`config.mk`:
```
export PLATFORM = sky130hd
export DESIGN_NAME = ro_uart_tx_flat
export DESIGN_NICKNAME = d
export VERILOG_FILES = /design/src/rtl/ro_uart_tx_if.sv /design/src/rtl/ro_uart_tx.sv /design/src/flat_wrapper.sv
export SDC_FILE = /design/constraint.sdc
export NUM_CORES = 1
export LEC_CHECK = 0
export CAP_MARGIN = 15
export CELL_PAD_IN_SITES_DETAIL_PLACEMENT = 1
export CELL_PAD_IN_SITES_GLOBAL_PLACEMENT = 2
export CORE_AREA = 3 3 131 82
export CTS_BUF_LIST = sky130_fd_sc_hd__clkbuf_4
export DETAILED_ROUTE_END_ITERATION = 8
export DIE_AREA = 0 0 134 85
export PLACE_DENSITY_LB_ADDON = 0.12
export SYNTH_ARGS = -nofsm -noshare
export SYNTH_HDL_FRONTEND = slang
export SYNTH_SLANG_ARGS = --single-unit
```
`constraint.sdc`:
```
create_clock -name clk -period 3.38 [get_ports clk]
set_clock_uncertainty 0.05 [all_clocks]
set_input_delay 0.676 -clock clk [delete_from_list [all_inputs] [get_ports clk]]
set_output_delay 0.676 -clock clk [all_outputs]
set_load 0.02 [all_outputs]
```
`src/rtl/ro_uart_tx_if.sv`:
```
`default_nettype none
// +--------------------------------------------------------------------+
// | ro_uart_tx_if                                                      |
// | Bundle between the K2 RO output register and the UART output stage |
// | Rev 1.0 - initial release                                          |
// +--------------------------------------------------------------------+
interface ro_uart_tx_if #(
    parameter int N     = 8,
    parameter int DEPTH = 4
);
    logic [N-1:0]                 ro_in;
    logic                         tx;
    logic                         busy;
    logic [$clog2(DEPTH+1)-1:0]   level;
    logic                         overflow;

    modport master (
        output ro_in,
        input  tx,
        input  busy,
        input  level,
        input  overflow
    );

    modport slave (
        input  ro_in,
        output tx,
        output busy,
        output level,
        output overflow
    );
endinterface
`default_nettype wire

```
`src/rtl/ro_uart_tx.sv`:
```
`default_nettype none
// +--------------------------------------------------------------------+
// | ro_uart_tx                                                         |
// | Captures changes of K2.RO into a FIFO and sends them as 8N1 frames |
// | Rev 1.0 - initial release                                          |
// +--------------------------------------------------------------------+
module ro_uart_tx #(
    parameter int N            = 8,
    parameter int DEPTH        = 4,
    parameter int CLKS_PER_BIT = 4
) (
    input  logic            clk,
    input  logic            reset,
    ro_uart_tx_if.slave     bus
);
    localparam int AW = (DEPTH > 1) ? $clog2(DEPTH) : 1;
    localparam int LW = $clog2(DEPTH + 1);
    localparam int BW = (CLKS_PER_BIT > 1) ? $clog2(CLKS_PER_BIT) : 1;
    localparam int CW = (N > 1) ? $clog2(N) : 1;

    localparam logic [LW-1:0] c_full      = LW'(DEPTH);
    localparam logic [BW-1:0] c_baud_last = BW'(CLKS_PER_BIT - 1);
    localparam logic [CW-1:0] c_bit_last  = CW'(N - 1);

    typedef enum logic [1:0] {
        S_IDLE  = 2'd0,
        S_START = 2'd1,
        S_DATA  = 2'd2,
        S_STOP  = 2'd3
    } state_t;

    state_t          r_state, w_state_nxt;
    logic [N-1:0]    r_shift, w_shift_nxt;
    logic [BW-1:0]   r_baud,  w_baud_nxt;
    logic [CW-1:0]   r_bit,   w_bit_nxt;
    logic            r_tx,    w_tx_nxt;

    logic [N-1:0]    r_last_ro;
    logic [N-1:0]    r_mem [DEPTH];
    logic [AW-1:0]   r_wr_ptr;
    logic [AW-1:0]   r_rd_ptr;
    logic [LW-1:0]   r_level;
    logic            r_overflow;

    logic            w_change;
    logic            w_pop;
    logic            w_push_ok;
    logic            w_drop;
    logic            w_baud_end;
    logic            w_has_data;

    assign w_change   = (bus.ro_in != r_last_ro);
    assign w_has_data = (r_level != '0);
    assign w_baud_end = (r_baud == c_baud_last);
    // A full FIFO still accepts a push when the FSM frees a slot on the same edge.
    assign w_push_ok  = w_change && ((r_level != c_full) || w_pop);
    assign w_drop     = w_change && !w_push_ok;

    always_comb begin
        w_state_nxt = r_state;
        w_shift_nxt = r_shift;
        w_baud_nxt  = r_baud;
        w_bit_nxt   = r_bit;
        w_pop       = 1'b0;
        case (r_state)
            S_IDLE: begin
                if (w_has_data) begin
                    w_pop       = 1'b1;
                    w_shift_nxt = r_mem[r_rd_ptr];
                    w_baud_nxt  = '0;
                    w_state_nxt = S_START;
                end
            end
            S_START: begin
                if (w_baud_end) begin
                    w_baud_nxt  = '0;
                    w_bit_nxt   = '0;
                    w_state_nxt = S_DATA;
                end else begin
                    w_baud_nxt  = r_baud + 1'b1;
                end
            end
            S_DATA: begin
                if (w_baud_end) begin
                    w_baud_nxt  = '0;
                    w_shift_nxt = r_shift >> 1;
                    if (r_bit == c_bit_last) begin
                        w_bit_nxt   = '0;
                        w_state_nxt = S_STOP;
                    end else begin
                        w_bit_nxt   = r_bit + 1'b1;
                    end
                end else begin
                    w_baud_nxt  = r_baud + 1'b1;
                end
            end
            S_STOP: begin
                if (w_baud_end) begin
                    w_baud_nxt = '0;
                    // Chain straight into the next start bit when bytes are waiting.
                    if (w_has_data) begin
                        w_pop       = 1'b1;
                        w_shift_nxt = r_mem[r_rd_ptr];
                        w_state_nxt = S_START;
                    end else begin
                        w_state_nxt = S_IDLE;
                    end
                end else begin
                    w_baud_nxt = r_baud + 1'b1;
                end
            end
            default: begin
                w_state_nxt = S_IDLE;
            end
        endcase

        w_tx_nxt = 1'b1;
        if (w_state_nxt == S_START) begin
            w_tx_nxt = 1'b0;
        end else if (w_state_nxt == S_DATA) begin
            w_tx_nxt = w_shift_nxt[0];
        end
    end

    always_ff @(posedge clk) begin
        if (reset) begin
            r_state <= S_IDLE;
            r_shift <= '0;
            r_baud  <= '0;
            r_bit   <= '0;
            r_tx    <= 1'b1;
        end else begin
            r_state <= w_state_nxt;
            r_shift <= w_shift_nxt;
            r_baud  <= w_baud_nxt;
            r_bit   <= w_bit_nxt;
            r_tx    <= w_tx_nxt;
        end
    end

    always_ff @(posedge clk) begin
        if (reset) begin
            r_last_ro  <= '0;
            r_wr_ptr   <= '0;
            r_rd_ptr   <= '0;
            r_level    <= '0;
            r_overflow <= 1'b0;
        end else begin
            r_last_ro <= bus.ro_in;
            if (w_push_ok) begin
                r_wr_ptr <= r_wr_ptr + 1'b1;
            end
            if (w_pop) begin
                r_rd_ptr <= r_rd_ptr + 1'b1;
            end
            if (w_push_ok && !w_pop) begin
                r_level <= r_level + 1'b1;
            end else if (w_pop && !w_push_ok) begin
                r_level <= r_level - 1'b1;
            end
            if (w_drop) begin
                r_overflow <= 1'b1;
            end
        end
    end

    // Storage needs no reset; the pointers define which entries are valid.
    always_ff @(posedge clk) begin
        if (!reset && w_push_ok) begin
            r_mem[r_wr_ptr] <= bus.ro_in;
        end
    end

    assign bus.tx       = r_tx;
    assign bus.busy     = (r_state != S_IDLE);
    assign bus.level    = r_level;
    assign bus.overflow = r_overflow;

endmodule
`default_nettype wire

```
`src/flat_wrapper.sv`:
```
// flat-port wrapper written by rule: the top's interface ports become plain ports
module ro_uart_tx_flat 
#(
    parameter int N            = 8,
    parameter int DEPTH        = 4,
    parameter int CLKS_PER_BIT = 4
)
  (clk, reset, bus_ro_in, bus_tx, bus_busy, bus_level, bus_overflow);
  ro_uart_tx_if #(.N(N), .DEPTH(DEPTH)) bus_i ();
  input  logic clk;
  input  logic reset;
  input wire logic [$bits(bus_i.ro_in)-1:0] bus_ro_in;
  output wire logic [$bits(bus_i.tx)-1:0] bus_tx;
  output wire logic [$bits(bus_i.busy)-1:0] bus_busy;
  output wire logic [$bits(bus_i.level)-1:0] bus_level;
  output wire logic [$bits(bus_i.overflow)-1:0] bus_overflow;
  assign bus_i.ro_in = bus_ro_in;
  assign bus_tx = bus_i.tx;
  assign bus_busy = bus_i.busy;
  assign bus_level = bus_i.level;
  assign bus_overflow = bus_i.overflow;
  ro_uart_tx #(.N(N), .DEPTH(DEPTH), .CLKS_PER_BIT(CLKS_PER_BIT)) u_core (.clk(clk), .reset(reset), .bus(bus_i));
endmodule
```
[Word level (Yosys, flattened, before mapping)]
Memory sizes are Yosys's and may differ from the RTL's. A register that Yosys moved wholly into a read port is not among the register bits.
Index checks and enable logic that the tools add are counted.
Cells by class
  eq/ne operators: 13
  multiplexer cells: 29
  reduce and logical (&&, ||, !) cells: 18
  add/subtract/negate cells: 6
Operator list (count)
  $mux 8: 3
  $pmux 8 s3: 1
  $mux 2: 9
  $mux 3: 5
  $eq 2x2->1 const B: 4
  $ne 2x1->1 const B: 4
  $ne 8x8->1: 1
  $pmux 2 s4: 1
  $mux 1: 7
  $add 2x1->2 const B: 3
  $add 3x1->3 const B: 2
  $pmux 3 s2: 1
  $reduce_and 3->1: 2
  $reduce_bool 2->1: 3
  $reduce_bool 3->1: 2
  $logic_and 1x1->1: 5
  $eq 2x1->1 const B: 2
  $pmux 2 s2: 1
  $eq 3x3->1 const B: 1
  $logic_not 1->1: 3
  $ne 3x3->1 const B: 1
  $reduce_or 3->1: 1
  $sub 3x1->3 const B: 1
  $logic_not 2->1: 1
  other kinds (2): 2
Word-level totals
  RAM bits: 32
  memories kept: 1
  output and inout port bits: 6
  input bits: 10
  flip-flop bits (word level): 32
Memories
  u_core.r_mem: words 4, width 8, read ports 1, clocked after Yosys merged registers in 1, wr ports 1, RTL line ro_uart_tx.sv:39  | logic [N-1:0] r_mem [DEPTH];

[Logic depth before layout (Yosys ltp)]
  depth in word-level cells: 10
  depth in mapped cells: 12

[Least setup slack after synthesis]
No wires, ideal clock.
  path type: flip-flop to flip-flop
  start point: register u_core.r_state[0]
  end point: register u_core.r_level[2], in the netlist u_core.bus.level[2]
  stages on the path, launching flop included: 12
  library setup time: 0.070 ns
  period minus slack after synthesis: 2.535 ns
  data required time: 3.260 ns
  arrival time: 2.414 ns
  path buffers: 0
  setup slack: 0.845 ns
  cells stage by stage: dfxtp_1 -> inv_1 -> ha_1 -> o211ai_1 -> o21ai_1 -> inv_1 -> ha_1 -> inv_1 -> fa_1 -> xor2_1 -> or3_1 -> a21oi_1
On the way
  longest elaborated chain between the ends: 7
RTL lines
  from (decl): RTL line ro_uart_tx.sv:32  | state_t r_state, w_state_nxt;
  from (signal assigned): RTL line ro_uart_tx.sv:133  | r_state <= w_state_nxt;
  $eq 2x2->1 / $logic_not 2->1 (equally long branches): RTL line ro_uart_tx.sv:65  | case (r_state)
  $pmux 1 s2 (*): RTL line ro_uart_tx.sv:65
  $logic_or 1x1->1: RTL line ro_uart_tx.sv:56  | assign w_push_ok = w_change && ((r_level != c_full) || w_pop);
  $logic_and 1x1->1: RTL line ro_uart_tx.sv:56
  $logic_not 1->1: RTL line ro_uart_tx.sv:158  | end else if (w_pop && !w_push_ok) begin
  $logic_and 1x1->1: RTL line ro_uart_tx.sv:158
  $reduce_bool 2->1 (no source line)
  to (signal assigned): RTL line ro_uart_tx.sv:157  | r_level <= r_level + 1'b1;
  to (signal assigned): RTL line ro_uart_tx.sv:159  | r_level <= r_level - 1'b1;
  to (decl): RTL line ro_uart_tx.sv:42  | logic [LW-1:0] r_level;
Every way passes the cells marked *; elsewhere a longest branch is shown, timed or not.
A chain may end at the register's enable or synchronous reset.

[Worst setup path in the final report]
Same ends and word-level chain as after synthesis.

==> impl_metrics.prom <==
# TYPE chip_impl_metric gauge
chip_impl_metric{name="worstPathRequired",unit="ns"} 3.69
chip_impl_metric{name="initial_antenna_violation_count",unit=""} 0
chip_impl_info{name="postSynth.topFlopCell",value="dfxtp_1"} 1
chip_impl_info{name="rsz0062_at_grt",value="false"} 1
chip_impl_metric{name="placed_area",unit="mm2"} 0.00320
chip_impl_metric{name="cts_made_buffers",unit=""} 9
chip_impl_info{name="hold_class",value="reg2reg"} 1
chip_impl_metric{name="clk_transition_reported_paths",unit="ns"} 0.12
chip_impl_metric{name="leakage",unit="nW"} 1.19
chip_impl_metric{name="ys_seq_elements",unit=""} 66
chip_impl_info{name="critPathTopFamily",value="adder cells"} 1
chip_impl_info{name="tritoncts_clock_tree",value="built"} 1
chip_impl_metric{name="rows",unit=""} 28
chip_impl_metric{name="finalSetupTns",unit="ns"} 0
chip_impl_metric{name="clock_path_buffers",unit=""} 2
chip_impl_metric{name="drt_iter0_drc",unit=""} 121
chip_impl_info{name="holdCritStartpoint",value="u_core.r_bit[2]"} 1
chip_impl_metric{name="ioPinCount",unit=""} 16
chip_impl_info{name="worstHoldEndpoint",value="u_core.r_bit[2]"} 1
chip_impl_metric{name="syn-instance-count",unit=""} 230
chip_impl_metric{name="filler_cell_count",unit=""} 1078
chip_impl_metric{name="final_core_util",unit="%"} 34.6
chip_impl_metric{name="nNetsFinal",unit=""} 277
chip_impl_metric{name="dieArea",unit="mm2"} 0.0114
chip_impl_metric{name="syn_avg_cell_area",unit="um2"} 12.5
chip_impl_metric{name="routed-via-count",unit=""} 1866
chip_impl_metric{name="synth_edf_count",unit=""} 32
chip_impl_info{name="timing.setup.critical_path_class",value="reg2reg"} 1
chip_impl_metric{name="worstPathBufferInverterCount",unit=""} 3
chip_impl_metric{name="intPower",unit="mW"} 1.63
chip_impl_metric{name="report.final.hold_viol_count",unit=""} 0
chip_impl_metric{name="netSwitchingFraction",unit="%"} 34.3
chip_impl_metric{name="gr-usage-all-layers",unit="%"} 12.5
chip_impl_metric{name="synthesis.nets",unit=""} 254
chip_impl_metric{name="dp_hpwl",unit="mm"} 4.55
chip_impl_metric{name="worst-slew-pin-transition",unit="ns"} 0.651
chip_impl_metric{name="io_buffers",unit=""} 15
chip_impl_metric{name="postRouteWirelength",unit="mm"} 6.50
chip_impl_metric{name="totalPowerFinal",unit="mW"} 2.48
chip_impl_metric{name="cts-resized-gates",unit=""} 0
chip_impl_metric{name="areaGrowthSynthToFinish",unit="%"} 16.5
chip_impl_metric{name="wire_length_of_the_first_global_routing_pass",unit="mm"} 10.6
chip_impl_metric{name="pin_count_of_the_biggest_net_entering_global_routing",unit=""} 32
chip_impl_metric{name="p_comb_share",unit="%"} 31.4
chip_impl_metric{name="final-setup-viol-count",unit=""} 0
chip_impl_metric{name="grt_remaining_overflow",unit=""} 0
chip_impl_metric{name="max_incr_delay_on_cp",unit="ns"} 0.45
chip_impl_info{name="mostFrequentLayoutCells",value="dfxtp_1, edfxtp_1, nor2_1, a21oi_1, clkdlybuf4s50_1"} 1
chip_impl_info{name="endpoint_of_the_lowest_slack_register_to_register_path",value="u_core.bus.level[2]"} 1
chip_impl_info{name="crit_path_end_kind",value="register"} 1
chip_impl_metric{name="htreeDepth",unit=""} 3
chip_impl_metric{name="grt_pass1_vias",unit=""} 1818
chip_impl_metric{name="synth.yosys.warnings",unit=""} 0
chip_impl_info{name="run_status",value="complete, no violations"} 1
chip_impl_metric{name="timing.critical_path.arrival",unit="ns"} 3.02
chip_impl_metric{name="share_clk_of_total_power",unit="%"} 24.4
chip_impl_metric{name="synth_sequential_area_ratio",unit="%"} 56.9
chip_impl_metric{name="irDropWorstVdd",unit="mV"} 0.205
chip_impl_metric{name="final_worst_hold_slack",unit="ns"} 0.414
chip_impl_metric{name="antenna_violating_nets_post_route",unit=""} 0
chip_impl_metric{name="timing.final.max_slew_violations",unit=""} 0
chip_impl_metric{name="netSwitchingPower",unit="mW"} 0.850
chip_impl_metric{name="drt_first_pass_iters",unit=""} 5
chip_impl_metric{name="depth_of_the_worst_register_to_register_path",unit=""} 11
chip_impl_metric{name="layout-drive-gt1-share",unit="%"} 9.30
chip_impl_info{name="setup.worst_path.start_class",value="register"} 1
chip_impl_metric{name="worst-r2r-setup-slack",unit="ns"} 0.67
chip_impl_metric{name="critical_path_peak_fanout",unit=""} 6
chip_impl_metric{name="holdBufCountCts",unit=""} 0
chip_impl_info{name="series_of_cell_instances_along_the_critical_path",value="inv_1, ha_1, a21oi_1, buf_4, or3_1, ha_1, inv_1, fa_1, xor2_1, or3_1, a21oi_1"} 1
chip_impl_metric{name="cts_setup_buffers",unit=""} 0
chip_impl_metric{name="drt-wirelength-per-cell",unit="um"} 16.5
chip_impl_metric{name="core",unit="mm2"} 0.00970
chip_impl_metric{name="initial_core_util",unit="%"} 29.7
chip_impl_metric{name="post_synth_num_cell_types",unit=""} 42
chip_impl_metric{name="period_minus_slack",unit="ns"} 2.71
chip_impl_metric{name="globalplace.congestion",unit=""} 0.690
chip_impl_metric{name="clk_latency",unit="ns"} 0.42
chip_impl_metric{name="inserted_diodes",unit=""} 0
chip_impl_metric{name="via_per_inst",unit=""} 4.75
chip_impl_info{name="crit_slowest_cell",value="dfxtp_1"} 1
chip_impl_metric{name="cap_viol_max_count",unit=""} 0
chip_impl_info{name="layout.cells.most_common",value="dfxtp_1"} 1
chip_impl_metric{name="power.sequential.fraction",unit="%"} 44.2
chip_impl_metric{name="design_area",unit="mm2"} 0.00336
chip_impl_info{name="r2r-start",value="u_core.r_state[0]"} 1
chip_impl_metric{name="chipHeight",unit="um"} 85
chip_impl_metric{name="post-route-drc-count",unit=""} 0
chip_impl_metric{name="p_per_area",unit="mW/mm2"} 738
chip_impl_metric{name="worstSetupPathDepth",unit=""} 11
chip_impl_metric{name="die_x",unit="um"} 134
chip_impl_metric{name="async_flop_share",unit="%"} 0
chip_impl_metric{name="min_delay_path_depth",unit=""} 2
chip_impl_metric{name="maxSlewHeadroom",unit="%"} 56.6
chip_impl_info{name="cts_root_buf",value="clkbuf_4"} 1
chip_impl_metric{name="fin_crit_sh",unit="%"} 80.2
chip_impl_metric{name="synth_area",unit="mm2"} 0.00288
chip_impl_metric{name="numClockSinks",unit=""} 66
chip_impl_metric{name="fmaxAchievable",unit="MHz"} 369
## power groups by stage
stage	Sequential, mW	Clock (mW)	Combinational, mW
CTS	1.10	0.633	0.791
global placement	1.12	0	0.786
detailed placement	1.12	0	0.785
floorplan	1.09	0	0.552
global route	1.12	0.662	0.874
finish	1.10	0.605	0.779
## cell usage after synthesis, drive strengths merged (2+ instances only)
cell type  number  area, um2
nor2           20       77.6
mux2i           3       30.0
a21o            2       15.0
a32oi           2       17.5
edfxtp         32        961
nor4b           2       23.8
inv            10       37.5
ha             13        163
buf             2       18.8
xor2            4       35.0
a222oi          6       60.1
clkbuf          6       22.5
and2            7       45.1
o21ai           7       35.0
nand2           9       33.8
nand2b          6       37.5
mux4            8        206
nand4           4       25.0
nor4            2       12.5
or3             3       18.8
nor2b          10       62.6
nor3            2       10.0
dfxtp          34        681
xnor2           9       78.8
a31oi           2       12.5
a21oi          15       75.1
## flip-flops by register name (all words and copies together) (netlist names), named ones only
| register | count |
|---|---|
| u_core.r_rd_ptr | 2 |
| u_core.r_shift | 8 |
| u_core.bus.tx | 1 |
| u_core.r_last_ro | 8 |
| u_core.r_bit | 3 |
| u_core.r_wr_ptr | 2 |
| u_core.r_mem | 32 |
| u_core.bus.overflow | 1 |
| u_core.r_state | 2 |
| u_core.r_baud | 2 |
| u_core.bus.level | 3 |
## final cells by class
type	count	area [um2]	area share, %
multi-input cells	146	1160	34.6
clock buffers	9	67.6	2.01
well taps	135	169	5.03
clock inverters	7	93.8	2.79
inverters	10	37.5	1.12
flip-flops and latches	66	1640	48.8
repair buffers	20	188	5.58
## worst max path at each step
stage                                  from  slack [ns]                   to
after detailed placement       bus_ro_in[3]        0.33  u_core.bus.level[2]
after CTS                 u_core.r_state[0]        0.61  u_core.bus.level[2]
after global routing      u_core.r_state[0]        0.43  u_core.bus.level[2]
after floorplan           u_core.r_state[0]        0.85  u_core.bus.level[2]
final                     u_core.r_state[0]        0.67  u_core.bus.level[2]
after global placement         bus_ro_in[3]        0.37  u_core.bus.level[2]
## metrics by stage
stage	cells	setup WS (ns)
2_1_floorplan	230	0.845
3_3_place_gp	377	0.367
3_5_place_dp	377	0.331
4_1_cts	393	0.614
5_1_grt	393	0.431
6_report	393	0.668
## worst register-to-register path, delay by kind of cell, from the launching register on
family                     cells  cell delay, ns
AOI/OAI and AO/OA              2            0.33
xor gates and xnor gates       1            0.16
adders and majority gates      3            0.85
buffers and inverters          3            0.36
DFF                            1            0.45
and+or+nand+nor                2            0.47
## routing by layer
layer	global-route usage (%)	wire length (um)	share of wire, %
met5	0	0	0
met3	4.44	266	4.1
met1	19.2	3640	56
met4	3.92	78	1.2
met2	16.1	2510	39
## kinds of logic after synthesis
kind of cell             after synthesis  synth area share (%)
AND/OR/NAND/NOR                       68                  12.7
buffers and inverters                 18                  2.73
XOR/XNOR                              13                  3.95
AO/OA/AOI/OAI                         40                  9.15
adder cells (fa/ha/maj)               14                  6.33
multiplexers                          11                  8.20
flip-flops                            66                  56.9
No activity file was read; power rests on OpenSTA's default activity.
